$ cat src/rtl/frac_pulse_gen.sv
// rtl/frac_pulse_gen.sv - Programmable divide-by-(C+1) pulse generator with saturating Z event counter
//
// Ports:
//   clk      rising-edge clock
//   rst_n    asynchronous active-low reset
//   X        count-enable pulse stream (one accepted pulse per cycle it is high in RUN)
//   C        threshold offered for load; a pulse every C+1 accepted X pulses
//   c_valid  C is valid this cycle
//   c_ready  block accepts C this cycle (low while stop is requested)
//   stop     request to return to IDLE
//   Y        current count, 0..C_reg
//   Z        registered one-cycle terminal-count pulse
//   busy     high while in RUN
//   z_cnt    saturating count of Z pulses since the last load

module frac_pulse_gen #(
    parameter int W  = 16,
    parameter int CW = 8
) (
    input  logic          clk,
    input  logic          rst_n,
    input  logic          X,
    input  logic [W-1:0]  C,
    input  logic          c_valid,
    output logic          c_ready,
    input  logic          stop,
    output logic [W-1:0]  Y,
    output logic          Z,
    output logic          busy,
    output logic [CW-1:0] z_cnt
);

    typedef enum logic {
        IDLE = 1'b0,
        RUN  = 1'b1
    } state_t;

    state_t        state_q;
    logic [W-1:0]  c_reg_q;
    logic [W-1:0]  y_q;
    logic          z_q;
    logic [CW-1:0] z_cnt_q;

    logic          load;
    logic          at_term;
    logic [CW-1:0] z_cnt_d;

    // stop masks c_ready, so a load can never coincide with a stop request.
    assign c_ready = ~stop;
    assign load    = c_valid & c_ready;
    assign at_term = (y_q == c_reg_q);
    // Saturating increment: the counter sticks at all-ones instead of wrapping.
    assign z_cnt_d = (z_cnt_q == {CW{1'b1}}) ? z_cnt_q : z_cnt_q + CW'(1);

    always_ff @(posedge clk or negedge rst_n) begin
        if (!rst_n) begin
            state_q <= IDLE;
            c_reg_q <= '0;
            y_q     <= '0;
            z_q     <= 1'b0;
            z_cnt_q <= '0;
        end else if (load) begin
            // A load wins over any X in the same cycle, in either state.
            state_q <= RUN;
            c_reg_q <= C;
            y_q     <= '0;
            z_q     <= 1'b0;
            z_cnt_q <= '0;
        end else begin
            case (state_q)
                IDLE: begin
                    y_q <= '0;
                    z_q <= 1'b0;
                end
                RUN: begin
                    if (stop) begin
                        // C_reg and z_cnt are kept so software can still read the tally.
                        state_q <= IDLE;
                        y_q     <= '0;
                        z_q     <= 1'b0;
                    end else if (X) begin
                        if (at_term) begin
                            y_q     <= '0;
                            z_q     <= 1'b1;
                            z_cnt_q <= z_cnt_d;
                        end else begin
                            y_q <= y_q + W'(1);
                            z_q <= 1'b0;
                        end
                    end else begin
                        z_q <= 1'b0;
                    end
                end
                default: begin
                    state_q <= IDLE;
                    y_q     <= '0;
                    z_q     <= 1'b0;
                end
            endcase
        end
    end

    assign Y     = y_q;
    assign Z     = z_q;
    assign busy  = (state_q == RUN);
    assign z_cnt = z_cnt_q;

endmodule
$ cat config.mk
export PLATFORM = sky130hd
export DESIGN_NAME = frac_pulse_gen
export DESIGN_NICKNAME = d
export VERILOG_FILES = /design/src/rtl/frac_pulse_gen.sv
export SDC_FILE = /design/constraint.sdc
export NUM_CORES = 1
export LEC_CHECK = 0
export CAP_MARGIN = 25
export CORE_MARGIN = 5
export CORE_UTILIZATION = 54
export DETAILED_ROUTE_END_ITERATION = 10
export GPL_ROUTABILITY_DRIVEN = 0
export PLACE_DENSITY = 0.85
export SLEW_MARGIN = 20
export SYNTH_ARGS = -nofsm -noshare
export SYNTH_HDL_FRONTEND = slang
export SYNTH_SLANG_ARGS = --single-unit
$ cat constraint.sdc
create_clock -name clk -period 3.9 [get_ports clk]
set_input_delay 0.585 -clock clk [delete_from_list [all_inputs] [get_ports clk]]
set_output_delay 0.585 -clock clk [all_outputs]
set_load 0.1 [all_outputs]
==> metrics.yaml, run 1 <==
status: "finished clean"
numCtsBuffers: 5
io_buffers: 47
vias: 1904
synth_ff_type: "dfrtp_1"
grtUsageTotal_pct: 20.9
synth_cell_type_count: 39
finalNetCount: 304
startpoint_type: "flop"
cts_setup_buffers: 0
combinationalPowerShare_pct: 12.5
grt_max_degree: 43
power.density_nw_per_um2: 305
wl_per_cell_um: 15.5
synthArstFlopShare_pct: 100
synth-edff-count: 0
rsz0062_at_grt: "false"
p_int_mw: 0.622
final_common_cell: "nand2_1"
drc_errors: 0
cpMaxStageDelayCell: "clkdlybuf4s50_1"
power_leakage_nw: 1.27
io_pins: 48
worst_slack_ns: 1.30
fin_crit_ns: 2.60
worstReg2RegEnd: "z_cnt[6]$_DFFE_PN0P_"
hpwl_mm: 3.56
path_delay_family: "buffers and inverters"
area.growth.synth_to_final_pct: 27.6
layout.cells.non_filler: 331
worstPathMaxFanout: 9
grt_pass1_wl_mm: 8.67
skew_ns: 0.00529
layout_common_cells: "nand2_1 (62), clkdlybuf4s50_1 (45), dfrtp_1 (42)"
crit_required_ns: 3.31
gr-total-overflow: 0
endpoint_kind: "output port"
netlist_instances: 232
setup_viol_count_final: 0
fp.coreArea_um2: 3940
fin_setup_tns_ns: 0
layout-drive-gt1-share_pct: 7.47
rows: 23
cts-root-buf: "clkbuf_8"
synth_nets: 255
drt-initial-drc-count: 231
drv_cap: 0
postRouteAntennaNets: 0
r2r-start: "Y[8]$_DFFE_PN0P_"
finalMaxSlewViolations: 0
path_class: "reg -> out"
p_switching_mw: 0.224
min_path_type: "in -> async"
clk_path_buf_depth: 2
postCtsHoldBufs: 0
slowest_delay_ns: 1.20
dr.pass1.iters: 4
die_area_um2: 5390
p_clk_share_pct: 31.5
place_ws_ns: 1.32
path_clk_slew_ns: 0.08
path_cells: "clkdlybuf4s50_1"
r2r_slack_ns: 1.46
hold-worst-slack_ns: 0.142
layout_worst_path_cycle_share_pct: 66.6
critical_path_arrival_ns: 2.01
yosys-top-cells-area: "dfrtp_1 (48%), nand2_1 (11%), xor2_1 (8.5%)"
worst_slew_pin_slew_ns: 0.985
initial_core_util_pct: 55.0
synth_area_um2: 2170
first_global_vias: 1805
seq_power_share_pct: 56.0
max_freq_ghz: 0.385
worst-path-buf-inv: 1
hold_violations: 0
reg2regPathDepth: 5
seq_area_frac_synth_pct: 48.4
grt_antenna_before_repair: 0
yosysWarnings: 0
swShare_pct: 26.5
cts_tree: "done"
h-tree-depth: 2
peakVddDrop_mv: 0.255
fill_cells: 311
diodes: 0
slew_headroom_pct: 34.1
dp_cells: 323
synthDominantCellAreaShare_pct: 48.4
cts-resized-gates: 0
wl_mm: 5.13
vias_per_cell: 5.75
synth.ff_latch_count: 42
die_x_um: 73.4
die_h_um: 73.4
clk_latency_ns: 0.29
syn-mean-instance-area_um2: 9.35
yosys.area.top_type: "dfrtp_1"
clock_sinks: 42
## routing by layer
layer	GRT usage [%]	up-vias	wire, µm
met4	7.04	0	95
met2	31.6	73	2470
met5	0	-	0
met1	29.3	910	2220
li1	-	911	-
met3	5.34	10	341
## state kept, by name (all words and copies together), names as in the netlist
register  flops
busy          1
z_cnt         8
c_reg_q      16
Z             1
Y            16
## worst max-delay path by stage
stage | start | to | slack (ns) | cells past startpoint
finish | Y[9]$_DFFE_PN0P_ | Y[9] | 1.30 | 1
global route | Y[12]$_DFFE_PN0P_ | z_cnt[6]$_DFFE_PN0P_ | 1.23 | 5
CTS | Y[9]$_DFFE_PN0P_ | Y[9] | 1.29 | 1
detailed placement | stop | z_cnt[6]$_DFFE_PN0P_ | 1.32 | 6
global placement | X | Y[12]$_DFFE_PN0P_ | 1.43 | 5
floorplan | z_cnt[0]$_DFFE_PN0P_ | z_cnt[6]$_DFFE_PN0P_ | 1.47 | 6
## area by class of cell
| type | instances | area [µm²] | share of cell area [%] |
|---|---|---|---|
| inverters | 3 | 11.3 | 0.407 |
| clock inverters | 2 | 10.0 | 0.361 |
| multi-input cells | 179 | 1070 | 38.5 |
| repair buffers | 50 | 498 | 18.0 |
| flip-flops and latches | 42 | 1050 | 38.0 |
| well taps | 50 | 62.6 | 2.26 |
| clock buffers | 5 | 68.8 | 2.49 |
## power groups by stage
stage	Clock [mW]	Sequential, mW	Combinational (mW)
6_report	0.266	0.474	0.105
3_5_place_dp	0	0.483	0.104
4_1_cts	0.271	0.474	0.104
2_1_floorplan	0	0.485	0.0542
5_1_grt	0.293	0.477	0.118
3_3_place_gp	0	0.482	0.101
## stage by stage
| step | util [%] | instance area (µm²) | power, mW |
|---|---|---|---|
| floorplan | - | 2170 | 0.539 |
| global placement | 67.7 | 2670 | 0.582 |
| detailed placement | 67.7 | 2670 | 0.586 |
| CTS | 69.7 | 2750 | 0.849 |
| global route | 70.2 | 2770 | 0.888 |
| finish | 70.2 | 2770 | 0.846 |
## Yosys cell counts, types with 5 or more instances
master,n
clkbuf_1,5
nand4_1,7
or3_1,5
dfrtp_1,42
nor2_1,13
o21ai_0,6
and3_1,7
xor2_1,21
a21oi_1,6
nand2_1,62
nand3_1,8
## cells by family after synthesis
| group | count (synthesis) | share of synthesized area (%) |
|---|---|---|
| and+or+nand+nor | 123 | 28.4 |
| DFF | 42 | 48.4 |
| AOI/OAI and AO/OA | 30 | 9.69 |
| xor gates and xnor gates | 24 | 9.69 |
| buffers and inverters | 11 | 2.65 |
| adders and majority gates | 2 | 1.15 |
No activity file was read; power rests on OpenSTA's default activity.
==> run 2: changes to the inputs <==
--- a/config.mk
+++ b/config.mk
@@ -7,10 +7,10 @@
 export LEC_CHECK = 0
 export CAP_MARGIN = 25
 export CORE_MARGIN = 5
-export CORE_UTILIZATION = 54
+export CORE_UTILIZATION = 45
 export DETAILED_ROUTE_END_ITERATION = 10
 export GPL_ROUTABILITY_DRIVEN = 0
-export PLACE_DENSITY = 0.85
+export PLACE_DENSITY = 0.75
 export SLEW_MARGIN = 20
 export SYNTH_ARGS = -nofsm -noshare
 export SYNTH_HDL_FRONTEND = slang
==> constraint.sdc (replaced) <==
create_clock -name clk -period 2.2 [get_ports clk]
set_input_delay 0.33 -clock clk [delete_from_list [all_inputs] [get_ports clk]]
set_output_delay 0.33 -clock clk [all_outputs]
set_load 0.1 [all_outputs]
==> metrics.yaml, run 2 (synthesis gave the netlist of run 1 again) <==
status: "finished clean"
diodes: 0
worstReg2RegEnd: "z_cnt[3]$_DFFE_PN0P_"
dp_cells: 335
area.growth.synth_to_final_pct: 29.8
grt_max_degree: 23
power_mw: 1.55
cts-root-buf: "clkbuf_8"
numCtsBuffers: 5
dr.pass1.iters: 5
first_global_vias: 1876
min_path_type: "in -> async"
power_leakage_nw: 1.33
grt_pass1_wl_mm: 9.22
path_cells: "xor2_1 > nor4_1 > nand4_2 > buf_4 > or4_1 > nand2_1"
path_clk_slew_ns: 0.08
drc_errors: 0
max_freq_ghz: 0.494
die_area_um2: 6310
die_h_um: 79.4
cts_tree: "done"
clk_latency_ns: 0.29
power.density_nw_per_um2: 549
slowest_delay_ns: 0.52
r2r-start: "Y[12]$_DFFE_PN0P_"
path_class: "reg -> reg"
layout_common_cells: "nand2_1 (62), buf_4 (36), dfrtp_2 (22)"
worstPathMaxFanout: 15
io_buffers: 47
worst-path-buf-inv: 1
endpoint_kind: "flop"
peakVddDrop_mv: 0.343
io_pins: 48
postRouteAntennaNets: 0
wl_per_cell_um: 15.4
fin_crit_ns: 2.02
cpMaxStageDelayCell: "or4_1"
layout.cells.non_filler: 344
worst_slew_pin_slew_ns: 0.411
die_x_um: 79.4
clock_sinks: 42
h-tree-depth: 2
crit_required_ns: 2.43
initial_core_util_pct: 46.2
vias: 1873
fp.coreArea_um2: 4690
hpwl_mm: 4.08
rows: 25
r2r_slack_ns: 0.18
slew_headroom_pct: 72.6
path_delay_family: "simple AND/OR/NAND/NOR gates"
setup_viol_count_final: 0
wl_mm: 5.30
grtUsageTotal_pct: 18.6
clk_path_buf_depth: 2
finalMaxSlewViolations: 0
final_common_cell: "nand2_1"
layout-drive-gt1-share_pct: 26.2
layout_worst_path_cycle_share_pct: 92.0
hold_violations: 0
grt_antenna_before_repair: 0
vias_per_cell: 5.44
fin_setup_tns_ns: 0
finalNetCount: 312
drt-initial-drc-count: 168
drv_cap: 0
rsz0062_at_grt: "false"
critical_path_arrival_ns: 2.26
startpoint_type: "flop"
skew_ns: 0.00651
reg2regPathDepth: 6
gr-total-overflow: 0
hold-worst-slack_ns: 0.491
-- run 2: changes by cell type in the layout (fill, tap and decap cells not counted) --
cell             delta
a31oi_1             -1
clkbuf_1            +2
dfrtp_1            -22
a31oi_2             +1
clkinv_2            -2
dlygate4sd3_1       +1
clkbuf_8            +1
buf_4              +33
clkdlybuf4s50_1    -26
dfrtp_2            +22
-- run 2: layout make-up --
type	instances	area [µm²]
Clock buffer	8	90.1
Fill cell	414	1880
Inverter	3	11.3
Multi-Input combinational cell	179	1070
Sequential cell	42	1080
Tap cell	54	67.6
Timing Repair Buffer	58	495
-- run 2: stage by stage --
step,area (µm²),util (%),setup slack (ns)
5_1_grt,2820,60.0,0.0848
3_5_place_dp,2710,57.8,-0.0250
3_3_place_gp,2710,57.8,0.0300
2_1_floorplan,2200,-,0.00462
4_1_cts,2810,59.9,0.102
6_report,2820,60.0,0.176
-- run 2: worst reg2reg max path, cell delays in order (launching register included) --
cell	delay, ns
dfrtp_2	0.47
xor2_1	0.18
nor4_1	0.34
nand4_2	0.18
buf_4	0.22
or4_1	0.52
nand2_1	0.08
-- run 2: how the worst max path moves through the flow --
| stage | from | endpoint | slack, ns | cells after the start |
|---|---|---|---|---|
| after floorplan | z_cnt[0]$_DFFE_PN0P_ | z_cnt[6]$_DFFE_PN0P_ | 0.005 | 6 |
| after global placement | stop | z_cnt[6]$_DFFE_PN0P_ | 0.03 | 6 |
| after detailed placement | stop | z_cnt[6]$_DFFE_PN0P_ | -0.03 | 6 |
| after CTS | z_cnt[0]$_DFFE_PN0P_ | z_cnt[6]$_DFFE_PN0P_ | 0.10 | 6 |
| after global routing | z_cnt[0]$_DFFE_PN0P_ | z_cnt[6]$_DFFE_PN0P_ | 0.08 | 6 |
| final | Y[12]$_DFFE_PN0P_ | z_cnt[3]$_DFFE_PN0P_ | 0.18 | 6 |
-- run 2: layer usage --
| metal | GRT usage [%] | up-vias | wire length, µm |
|---|---|---|---|
| met3 | 4.18 | 4 | 274 |
| li1 | - | 919 | - |
| met4 | 4.47 | 0 | 55 |
| met1 | 24.6 | 899 | 2330 |
| met5 | 0 | - | 0 |
| met2 | 30.8 | 51 | 2640 |
-- run 2: what timing repair did --
item                                    in CTS  in global routing
gates resized for setup                      0                  1
hold buffers                                 1                  0
endpoints found under the hold margin       14                  0
endpoints found under the setup margin       0                  1
buffers inserted                             0                  0
-- run 2: power by group --
part	internal (mW)	switching, mW
logic	0.0859	0.111
registers	0.810	0.0289
clock network	0.256	0.253
==> run 3: changes to the inputs <==
--- a/config.mk
+++ b/config.mk
@@ -8,9 +8,12 @@
 export CAP_MARGIN = 25
 export CORE_MARGIN = 5
 export CORE_UTILIZATION = 45
+export CTS_CLUSTER_DIAMETER = 200
 export DETAILED_ROUTE_END_ITERATION = 10
 export GPL_ROUTABILITY_DRIVEN = 0
 export PLACE_DENSITY = 0.75
+export SETUP_SLACK_MARGIN = 0.2
+export SKIP_CTS_REPAIR_TIMING = 1
 export SLEW_MARGIN = 20
 export SYNTH_ARGS = -nofsm -noshare
 export SYNTH_HDL_FRONTEND = slang
==> metrics.yaml, run 3 (synthesis gave the netlist of run 1 again) <==
power.density_nw_per_um2: 520
drv_cap: 0
io_buffers: 47
rows: 25
layout.cells.non_filler: 354
area.growth.synth_to_final_pct: 38.9
cts_tree: "done"
gr-total-overflow: 0
worst_slew_pin_slew_ns: 0.520
grtUsageTotal_pct: 17.8
die_area_um2: 6310
numCtsBuffers: 5
hold_violations: 0
path_cells: "xor2_1 > nor4_2 > nand4_2 > buf_6 > or4_4 > a21oi_2"
p_switching_mw: 0.414
grt_antenna_before_repair: 0
startpoint_type: "flop"
vias_per_cell: 5.38
route.met3.wl_um: 272
grt_max_degree: 43
clk_path_buf_depth: 2
h-tree-depth: 2
hpwl_mm: 3.79
setup_viol_count_final: 0
clock_sinks: 42
swShare_pct: 26.4
wl_mm: 5.35
slew_headroom_pct: 65.3
grt_pass1_wl_mm: 8.79
drc_errors: 0
p_int_mw: 1.15
fin_crit_ns: 2.06
power_mw: 1.57
clk_latency_ns: 0.29
fp.coreArea_um2: 4690
final_common_cell: "nand2_1"
path_clk_slew_ns: 0.09
initial_core_util_pct: 46.2
drt-initial-drc-count: 85
p_clk_share_pct: 33.1
highest_layer: "met4"
skew_ns: 0.00742
diodes: 0
dr.pass1.iters: 4
final_util_pct: 64.2
path_class: "reg -> reg"
hold-worst-slack_ns: 0.0945
min_path_type: "in -> async"
die_h_um: 79.4
path_delay_family: "simple AND/OR/NAND/NOR gates"
combinationalPowerShare_pct: 13.0
cts-root-buf: "clkbuf_8"
seq_power_share_pct: 53.9
layout_common_cells: "nand2_1 (61), buf_4 (40), clkdlybuf4s50_1 (19)"
finalMaxSlewViolations: 0
slowest_delay_ns: 0.51
io_pins: 48
peakVddDrop_mv: 0.355
die_x_um: 79.4
crit_required_ns: 2.43
dp_cells: 335
finalNetCount: 322
worst-path-buf-inv: 1
wl_met2_mm: 2.55
layout_worst_path_cycle_share_pct: 93.7
rsz0062_at_grt: "true"
wl_per_cell_um: 15.1
vias: 1906
endpoint_kind: "flop"
layout-drive-gt1-share_pct: 34.3
first_global_vias: 1844
critical_path_arrival_ns: 2.29
worstPathMaxFanout: 9
status: "finished clean"
fin_setup_tns_ns: 0
cpMaxStageDelayCell: "dfrtp_4"
power_leakage_nw: 1.38
wl_met1_mm: 2.44
postRouteAntennaNets: 0
max_freq_ghz: 0.485
==> run 3: changes by cell type in the layout (fill, tap and decap cells not counted), sizes merged <==
cell,before,now
clkinv,0,1
dlygate4sd3,1,0
buf,38,49
clkinvlp,0,1
clkbuf,8,6
==> run 3: path summary, 6_finish.rpt <==
| path | startpoint | endpoint | slack [ns] | cells past startpoint |
|---|---|---|---|---|
| setup / recovery | Y[13]$_DFFE_PN0P_ | z_cnt[6]$_DFFE_PN0P_ | 0.14 | 6 |
| min in group clk | c_reg_q[7]$_DFFE_PN0P_ | c_reg_q[7]$_DFFE_PN0P_ | 0.51 | 2 |
| hold reg to reg | c_reg_q[7]$_DFFE_PN0P_ | c_reg_q[7]$_DFFE_PN0P_ | 0.51 | 2 |
| max in group asynchronous | rst_n | Y[3]$_DFFE_PN0P_ | 1.70 | 2 |
| hold / removal | rst_n | Y[13]$_DFFE_PN0P_ | 0.09 | 2 |
| setup reg to reg | Y[13]$_DFFE_PN0P_ | z_cnt[6]$_DFFE_PN0P_ | 0.14 | 6 |
==> run 3: final cells by class <==
class / instances / area (µm²)
inverters: 3 / 11.3
flip-flops and latches: 42 / 1110
repair buffers: 68 / 582
well taps: 54 / 67.6
multi-input cells: 179 / 1150
clock inverters: 2 / 12.5
clock buffers: 6 / 82.6
fillers: 376 / 1680
==> run 3: power by group through the flow <==
stage | registers [mW] | logic (mW) | clock network (mW)
CTS | 0.841 | 0.197 | 0.535
detailed placement | 0.858 | 0.196 | 0
global route | 0.850 | 0.225 | 0.566
finish | 0.844 | 0.203 | 0.519
floorplan | 0.861 | 0.0977 | 0
global placement | 0.856 | 0.193 | 0
==> run 3: metrics by stage <==
stage               cell area (µm²)  setup WS (ns)
floorplan                      2250          0.188
global placement               2760          0.199
detailed placement             2760          0.177
CTS                            2850          0.135
global route                   3010         0.0627
finish                         3010          0.139
==> run 3: routing by layer <==
metal | vias to the layer above | GRT usage, %
met4 | 0 | 7.90
met2 | 57 | 26.7
met3 | 6 | 3.39
met5 | - | 0
met1 | 901 | 24.8
li1 | 942 | -
